### src/rtl/seg_pkg.sv
// Shared constants for the multiplexed 7-segment display driver.
// Segment codes are active-low, ordered {dp,g,f,e,d,c,b,a}.
package seg_pkg;

    localparam logic [7:0] SEG_OFF = 8'hFF;

    localparam int SEG_A  = 0;
    localparam int SEG_B  = 1;
    localparam int SEG_C  = 2;
    localparam int SEG_D  = 3;
    localparam int SEG_E  = 4;
    localparam int SEG_F  = 5;
    localparam int SEG_G  = 6;
    localparam int SEG_DP = 7;

    localparam logic [7:0] HEX_SEG [16] = '{
        8'hC0, 8'hF9, 8'hA4, 8'hB0,
        8'h99, 8'h92, 8'h82, 8'hF8,
        8'h80, 8'h90, 8'h88, 8'h83,
        8'hC6, 8'hA1, 8'h86, 8'h8E
    };

endpackage

### src/rtl/seg_scan_display_if.sv
// Load/display bundle for seg_scan_display.
// Optional SEG_BLINK_EN adds the per-digit blink mask.
interface seg_scan_display_if #(
    parameter int NUM_DIGITS = 8
);
    logic                    load;
    logic [4*NUM_DIGITS-1:0] digits_in;
    logic [NUM_DIGITS-1:0]   dp_in;
    logic [NUM_DIGITS-1:0]   blank_in;
`ifdef SEG_BLINK_EN
    logic [NUM_DIGITS-1:0]   blink_in;
`endif
    logic [7:0]              seg_out;
    logic [NUM_DIGITS-1:0]   an_out;
    logic                    upd_pending;
    logic                    frame_done;

    modport master (
        output load, digits_in, dp_in, blank_in,
`ifdef SEG_BLINK_EN
        output blink_in,
`endif
        input  seg_out, an_out, upd_pending, frame_done
    );

    modport slave (
        input  load, digits_in, dp_in, blank_in,
`ifdef SEG_BLINK_EN
        input  blink_in,
`endif
        output seg_out, an_out, upd_pending, frame_done
    );

endinterface

### src/rtl/seg_hex_decode.sv
// Hex digit to active-low 7-segment code, optional decimal point.
module seg_hex_decode
    import seg_pkg::*;
(
    input  logic [3:0] val_i,
    input  logic       dp_i,
    output logic [7:0] seg_o
);

    always_comb begin
        seg_o = HEX_SEG[val_i];
        if (dp_i) seg_o[SEG_DP] = 1'b0;
    end

endmodule

### src/rtl/seg_scan_display.sv
// Time-multiplexed common-anode 7-segment scanner with frame-atomic commit.
// Define SEG_BLINK_EN to add the blink mask and BLINK_FRAMES phase counter.
module seg_scan_display
    import seg_pkg::*;
#(
    parameter int NUM_DIGITS   = 8,
    parameter int SCAN_DIV     = 100000,
    parameter int GUARD_CYCLES = 2
`ifdef SEG_BLINK_EN
    ,
    parameter int BLINK_FRAMES = 64
`endif
) (
    input logic clk,
    input logic rst,
    seg_scan_display_if.slave bus
);

    localparam int IW = (NUM_DIGITS > 1) ? $clog2(NUM_DIGITS) : 1;
    localparam int CW = (SCAN_DIV > 1) ? $clog2(SCAN_DIV) : 1;
    localparam logic [CW-1:0] CNT_MAX = CW'(SCAN_DIV - 1);
    localparam logic [IW-1:0] IDX_MAX = IW'(NUM_DIGITS - 1);
    localparam logic [CW-1:0] GUARD   = CW'(GUARD_CYCLES);

    typedef struct packed {
        logic [NUM_DIGITS-1:0][3:0] dig;
        logic [NUM_DIGITS-1:0]      dp;
        logic [NUM_DIGITS-1:0]      bl;
`ifdef SEG_BLINK_EN
        logic [NUM_DIGITS-1:0]      bk;
`endif
    } set_t;

    set_t                  act_q, act_d, pnd_q, pnd_d, in_set;
    logic                  upd_q, upd_d;
    logic [CW-1:0]         cnt_q, cnt_d;
    logic [IW-1:0]         idx_q, idx_d;
    logic                  fd_q, fd_d;
    logic [7:0]            seg_q, seg_d;
    logic [NUM_DIGITS-1:0] an_q, an_d;
    logic [7:0]            dec_seg;
    logic                  wrap_slot, wrap_frame, dark;

`ifdef SEG_BLINK_EN
    localparam int BW = (BLINK_FRAMES > 1) ? $clog2(BLINK_FRAMES) : 1;
    localparam logic [BW-1:0] BLK_MAX = BW'(BLINK_FRAMES - 1);
    logic [BW-1:0] bcnt_q, bcnt_d;
    logic          phase_q, phase_d;
`endif

    seg_hex_decode u_dec (
        .val_i (act_q.dig[idx_q]),
        .dp_i  (act_q.dp[idx_q]),
        .seg_o (dec_seg)
    );

    always_comb begin
        in_set     = '0;
        in_set.dig = bus.digits_in;
        in_set.dp  = bus.dp_in;
        in_set.bl  = bus.blank_in;
`ifdef SEG_BLINK_EN
        in_set.bk  = bus.blink_in;
`endif

        wrap_slot  = (cnt_q == CNT_MAX);
        wrap_frame = wrap_slot && (idx_q == IDX_MAX);
        cnt_d      = wrap_slot ? '0 : cnt_q + 1'b1;
        idx_d      = idx_q;
        if (wrap_slot) idx_d = (idx_q == IDX_MAX) ? '0 : idx_q + 1'b1;
        // High during the final cycle of the last slot, i.e. the commit cycle
        fd_d = (cnt_d == CNT_MAX) && (idx_d == IDX_MAX);

        pnd_d = pnd_q;
        act_d = act_q;
        upd_d = upd_q;
        if (bus.load) begin
            pnd_d = in_set;
            upd_d = 1'b1;
        end
        if (wrap_frame) begin
            if (bus.load) begin
                act_d = in_set;
                upd_d = 1'b0;
            end else if (upd_q) begin
                act_d = pnd_q;
                upd_d = 1'b0;
            end
        end

        dark = act_q.bl[idx_q];
`ifdef SEG_BLINK_EN
        bcnt_d  = bcnt_q;
        phase_d = phase_q;
        if (wrap_frame) begin
            bcnt_d = (bcnt_q == BLK_MAX) ? '0 : bcnt_q + 1'b1;
            if (bcnt_q == BLK_MAX) phase_d = ~phase_q;
        end
        dark = dark | (phase_q & act_q.bk[idx_q]);
`endif

        seg_d = SEG_OFF;
        an_d  = '1;
        if (!(((GUARD_CYCLES > 0) && (cnt_q < GUARD)) || dark)) begin
            seg_d        = dec_seg;
            an_d[idx_q]  = 1'b0;
        end
    end

    always_ff @(posedge clk or negedge rst) begin
        if (!rst) begin
            act_q    <= '0;
            act_q.bl <= '1;
            pnd_q    <= '0;
            pnd_q.bl <= '1;
            upd_q    <= 1'b0;
            cnt_q    <= '0;
            idx_q    <= '0;
            fd_q     <= 1'b0;
            seg_q    <= SEG_OFF;
            an_q     <= '1;
`ifdef SEG_BLINK_EN
            bcnt_q   <= '0;
            phase_q  <= 1'b0;
`endif
        end else begin
            act_q    <= act_d;
            pnd_q    <= pnd_d;
            upd_q    <= upd_d;
            cnt_q    <= cnt_d;
            idx_q    <= idx_d;
            fd_q     <= fd_d;
            seg_q    <= seg_d;
            an_q     <= an_d;
`ifdef SEG_BLINK_EN
            bcnt_q   <= bcnt_d;
            phase_q  <= phase_d;
`endif
        end
    end

    assign bus.seg_out     = seg_q;
    assign bus.an_out      = an_q;
    assign bus.upd_pending = upd_q;
    assign bus.frame_done  = fd_q;

endmodule

### src/flat_wrapper.sv
// flat-port wrapper written by rule: the top's interface ports become plain ports
module seg_scan_display_flat import seg_pkg::*;
#(
    parameter int NUM_DIGITS   = 8,
    parameter int SCAN_DIV     = 100000,
    parameter int GUARD_CYCLES = 2

)
  (clk, rst, bus_load, bus_digits_in, bus_dp_in, bus_blank_in, bus_seg_out, bus_an_out, bus_upd_pending, bus_frame_done);
  seg_scan_display_if #(.NUM_DIGITS(NUM_DIGITS)) bus_i ();
  input logic clk;
  input logic rst;
  input wire logic [$bits(bus_i.load)-1:0] bus_load;
  input wire logic [$bits(bus_i.digits_in)-1:0] bus_digits_in;
  input wire logic [$bits(bus_i.dp_in)-1:0] bus_dp_in;
  input wire logic [$bits(bus_i.blank_in)-1:0] bus_blank_in;
  output wire logic [$bits(bus_i.seg_out)-1:0] bus_seg_out;
  output wire logic [$bits(bus_i.an_out)-1:0] bus_an_out;
  output wire logic [$bits(bus_i.upd_pending)-1:0] bus_upd_pending;
  output wire logic [$bits(bus_i.frame_done)-1:0] bus_frame_done;
  assign bus_i.load = bus_load;
  assign bus_i.digits_in = bus_digits_in;
  assign bus_i.dp_in = bus_dp_in;
  assign bus_i.blank_in = bus_blank_in;
  assign bus_seg_out = bus_i.seg_out;
  assign bus_an_out = bus_i.an_out;
  assign bus_upd_pending = bus_i.upd_pending;
  assign bus_frame_done = bus_i.frame_done;
  seg_scan_display #(.NUM_DIGITS(NUM_DIGITS), .SCAN_DIV(SCAN_DIV), .GUARD_CYCLES(GUARD_CYCLES)) u_core (.clk(clk), .rst(rst), .bus(bus_i));
endmodule
### config.mk
export PLATFORM = sky130hd
export DESIGN_NAME = seg_scan_display_flat
export DESIGN_NICKNAME = d
export VERILOG_FILES = /design/src/rtl/seg_pkg.sv /design/src/rtl/seg_scan_display_if.sv /design/src/rtl/seg_hex_decode.sv /design/src/rtl/seg_scan_display.sv /design/src/flat_wrapper.sv
export SDC_FILE = /design/constraint.sdc
export NUM_CORES = 1
export LEC_CHECK = 0
export ABC_AREA = 1
export BUFFER_PORTS_ARGS = -buffer_cell sky130_fd_sc_hd__buf_2
export CAP_MARGIN = 20
export CORE_MARGIN = 1.5
export CORE_UTILIZATION = 48
export CTS_CLUSTER_DIAMETER = 150
export DETAILED_ROUTE_END_ITERATION = 16
export PLACE_DENSITY_LB_ADDON = 0.08
export SETUP_SLACK_MARGIN = 0.02
export SLEW_MARGIN = 20
export SYNTH_ARGS = -nofsm -noshare
export SYNTH_HDL_FRONTEND = slang
export SYNTH_SLANG_ARGS = --single-unit
### constraint.sdc
create_clock -name clk -period 1.8 [get_ports clk]
set_clock_uncertainty 0.1 [all_clocks]
set_input_delay 0.18 -clock clk [delete_from_list [all_inputs] [get_ports clk]]
set_output_delay 0.18 -clock clk [all_outputs]
set_load 0.02 [all_outputs]
==> out/metrics.cfg <==
[finish]
layout-drive-gt1-share=0.355
final_nets=1051
diodes=0
final-instance-count-excl-fill=1176
area_delta_synth_final_pct=46.9

[global_routing]
grt_overflow=0
grt_pass1_vias=5353
grt_max_degree=43
track_usage=0.233
grt_antenna_before_repair=0
grt_pass1_wl_mm=25.5

[drt]
drt-total-wl_mm=17.0
drc=0
ant_nets=0
vias=5781
viasPerCell=4.92
dr.pass1.iters=6
wl_per_cell_um=14.4
drtIter0Drc=310

[floorplanning]
start_util=0.495
num_io_pins=69
die_h_um=118
core-area_sq_um=12700
die_area_sq_um=13800
die_x_um=118
rows=41

[critical_path]
start_kind=flip-flop
cp_common_cell=nand2_4
cp_slowest_stage_delay_ns=0.37
end_kind=flip-flop
startpoint=u_core.cnt_q[1]
crit_path_cell_trace=ha_2 -> nand2_4 -> inv_4 -> nand2_4 -> nor2_4 -> nand2_4 -> inv_6 -> buf_12 -> nand3_4 -> clkbuf_16 -> nand2_2 -> o21ai_2
crit_type=flip-flop to flip-flop
r2r_start=u_core.cnt_q[1]
reg2regPathDepth=12
cp_max_fo=5
required_ns=2.01
arrival_ns=2.13
crit_slowest_cell=dfrtp_1

[outcome]
violations=setup timing
status=finished, violations left

[sta]
fmax_mhz=521
setup_slack_ns=-0.118
setup_viol=56
final_max_slew_viol_count=0
min_period_over_period=1.07
worst_pin_slew_ns=0.530
finalHoldViolCount=0
grt_setup_unrepaired=yes
fin_crit_ns=1.92
finalSetupTns_ns=-4.09
relSlewSlack=0.647
hold_ws_ns=0.0191

[clock_tree]
numCtsBuffers=17
htree_levels=4
clkLatencyLatePin_ns=0.42
clk_pin_slew_ns=0.05
cts_tree=yes
cts-root-buf=clkbuf_16
clkSinkCount=134
clockBufferDepth=2

[synthesis]
synth_edf_count=0
yosys_warnings=0
synthCells=793
yosys.area.top_type_share=0.405
syn_area_per_cell_sq_um=7.94
yosysTopAreaCell=dfrtp_1
seq_area_frac_synth=0.539
synth_area_leaders=dfrtp_1 41%, nand2_1 20%, dfstp_2 13%
postSynth.asyncResetShare=1.00
syn_nets=853
ys.flop_type=dfrtp_1
syn_area_sq_um=6300
synth_cell_types=33
synth_seq_cells=134

[place]
placed_cells=1058
io_buffers=68
place_hpwl_mm=10.2
place_congestion=0.863

[hold_path]
worstHoldStart=bus_load
worstHoldPathType=input pin to flip-flop
min_path_cells=3

[power_and_ir_drop]
p_leak_nw=4.70
swShare=0.218
vdd_drop_max_uv=688
p_int_mw=5.46
power_density_nw_per_um2=755
combPwrFrac=0.064
p_sw_mw=1.52
pwr-share-seq=0.451
power_mw=6.98
clockPowerShare=0.485

[run]
maxCapViolCount=0

[critical path: cells and delay by family, from the launching register on]
kind	cells	cell delay [ns]
AND/OR/NAND/NOR	6	0.58
buffers and inverters	4	0.47
flip-flops	1	0.37
adder cells (fa/ha/maj)	1	0.22
AO/OA/AOI/OAI	1	0.06
[repair_timing]
| item | in CTS | in global routing |
|---|---|---|
| buffers inserted | 3 | 15 |
| pin swaps | 7 | 15 |
| endpoints found under the setup margin | 37 | 63 |
| cloned | 1 | 13 |
| gates resized for setup | 32 | 126 |
| hold buffers | 54 | 0 |
| hold endpoints to repair | 79 | 0 |
[final cells by class]
type,instances,area [sq um]
clock buffers,24,482
clock inverters,8,98.8
fillers,947,3470
inverters,97,384
multi-input cells,536,2890
flip-flops and latches,134,3400
well taps,172,215
repair buffers,205,1780
[synth_stat cells (all sizes together) (2+ instances only)]
| cell type | n |
|---|---|
| buf | 24 |
| nor2 | 56 |
| nand2 | 347 |
| clkbuf | 4 |
| a21oi | 7 |
| o21ai | 56 |
| ha | 9 |
| nand4 | 7 |
| clkinv | 2 |
| nand3 | 34 |
| dfstp | 32 |
| inv | 95 |
| nor3 | 11 |
| dfrtp | 102 |
[cells by family after synthesis]
| group | Yosys count | share of synthesized area |
|---|---|---|
| and+or+nand+nor | 458 | 0.298 |
| DFF | 134 | 0.539 |
| buffers and inverters | 125 | 0.0851 |
| AOI/OAI and AO/OA | 67 | 0.0596 |
| adders and majority gates | 9 | 0.0179 |
[power by group through the flow]
stage / clock (mW) / combinational, mW / sequential (mW)
after detailed placement: 0 / 0.352 / 3.20
after global routing: 3.57 / 0.510 / 3.16
final: 3.39 / 0.446 / 3.15
after global placement: 0 / 0.340 / 3.19
after CTS: 3.43 / 0.442 / 3.15
after floorplan: 0 / 0.162 / 3.19
[layer usage]
metal  routed length, um  part of all wire  global-route usage  up-vias
met3                 873             0.051              0.0649       35
met4                 399             0.024              0.0816        0
met2                8420              0.50               0.373      161
li1                    -                 -                   -     2842
met5                   0                 0                   0        -
met1                7260              0.43               0.305     2743
[flip-flops by register name, indices dropped and copies added (netlist names)]
name,cells
u_core.act_q,48
u_core.pnd_q,48
u_core.cnt_q,17
u_core.bus.an_out,8
u_core.bus.seg_out,8
u_core.idx_q,3
u_core.bus.frame_done,1
u_core.bus.upd_pending,1
[path summary, 6_finish.rpt]
| check | to | slack [ns] |
|---|---|---|
| worst max register to register | u_core.act_q[34] | -0.12 |
| worst max-delay path | u_core.act_q[34] | -0.12 |
| max in group asynchronous | u_core.act_q[0] | 0.73 |
| worst min-delay path | u_core.pnd_q[5] | 0.02 |
| worst min register to register | u_core.pnd_q[10] | 0.37 |
| min in group asynchronous | u_core.cnt_q[13] | 0.18 |
[layout by cell type (no fill, tap or decap), types with 2 or more instances in the layout]
| master | netlist | final |
|---|---|---|
| a21oi_1 | 7 | 5 |
| clkinvlp_4 | 0 | 2 |
| nor2_1 | 50 | 46 |
| dfrtp_1 | 102 | 100 |
| o21ai_0 | 11 | 3 |
| ha_2 | 0 | 2 |
| nand4_1 | 7 | 7 |
| clkinv_1 | 2 | 2 |
| o21ai_2 | 8 | 31 |
| a21oi_2 | 0 | 2 |
| inv_1 | 89 | 83 |
| inv_2 | 5 | 5 |
| bufinv_16 | 0 | 2 |
| clkinv_2 | 0 | 3 |
| buf_2 | 12 | 68 |
| nor3_1 | 11 | 9 |
| nor2_2 | 4 | 6 |
| nand2_4 | 1 | 23 |
| dfrtp_2 | 0 | 2 |
| ha_4 | 0 | 6 |
| nand2_2 | 13 | 42 |
| o21ai_1 | 37 | 22 |
| clkbuf_1 | 4 | 4 |
| clkbuf_8 | 0 | 3 |
| nand3_2 | 0 | 9 |
| buf_12 | 0 | 9 |
| nand3_1 | 33 | 24 |
| buf_4 | 3 | 55 |
| dlygate4sd3_1 | 0 | 54 |
| nor3_2 | 0 | 2 |
| clkbuf_16 | 0 | 24 |
| buf_6 | 5 | 12 |
| nand3_4 | 1 | 3 |
| nand2_1 | 333 | 282 |
| inv_4 | 1 | 6 |
| nor2_4 | 2 | 4 |
| dfstp_2 | 32 | 32 |
[stage by stage]
step | utilization | setup slack, ns | cell area (sq um)
3_5_place_dp | 0.566 | -0.181 | 7200
2_1_floorplan | - | 0.0250 | 6310
3_3_place_gp | 0.566 | -0.135 | 7200
5_1_grt | 0.727 | -0.209 | 9250
6_report | 0.727 | -0.118 | 9250
4_1_cts | 0.663 | 0.00116 | 8430
Note: power is estimated with default switching activity, not from simulation.
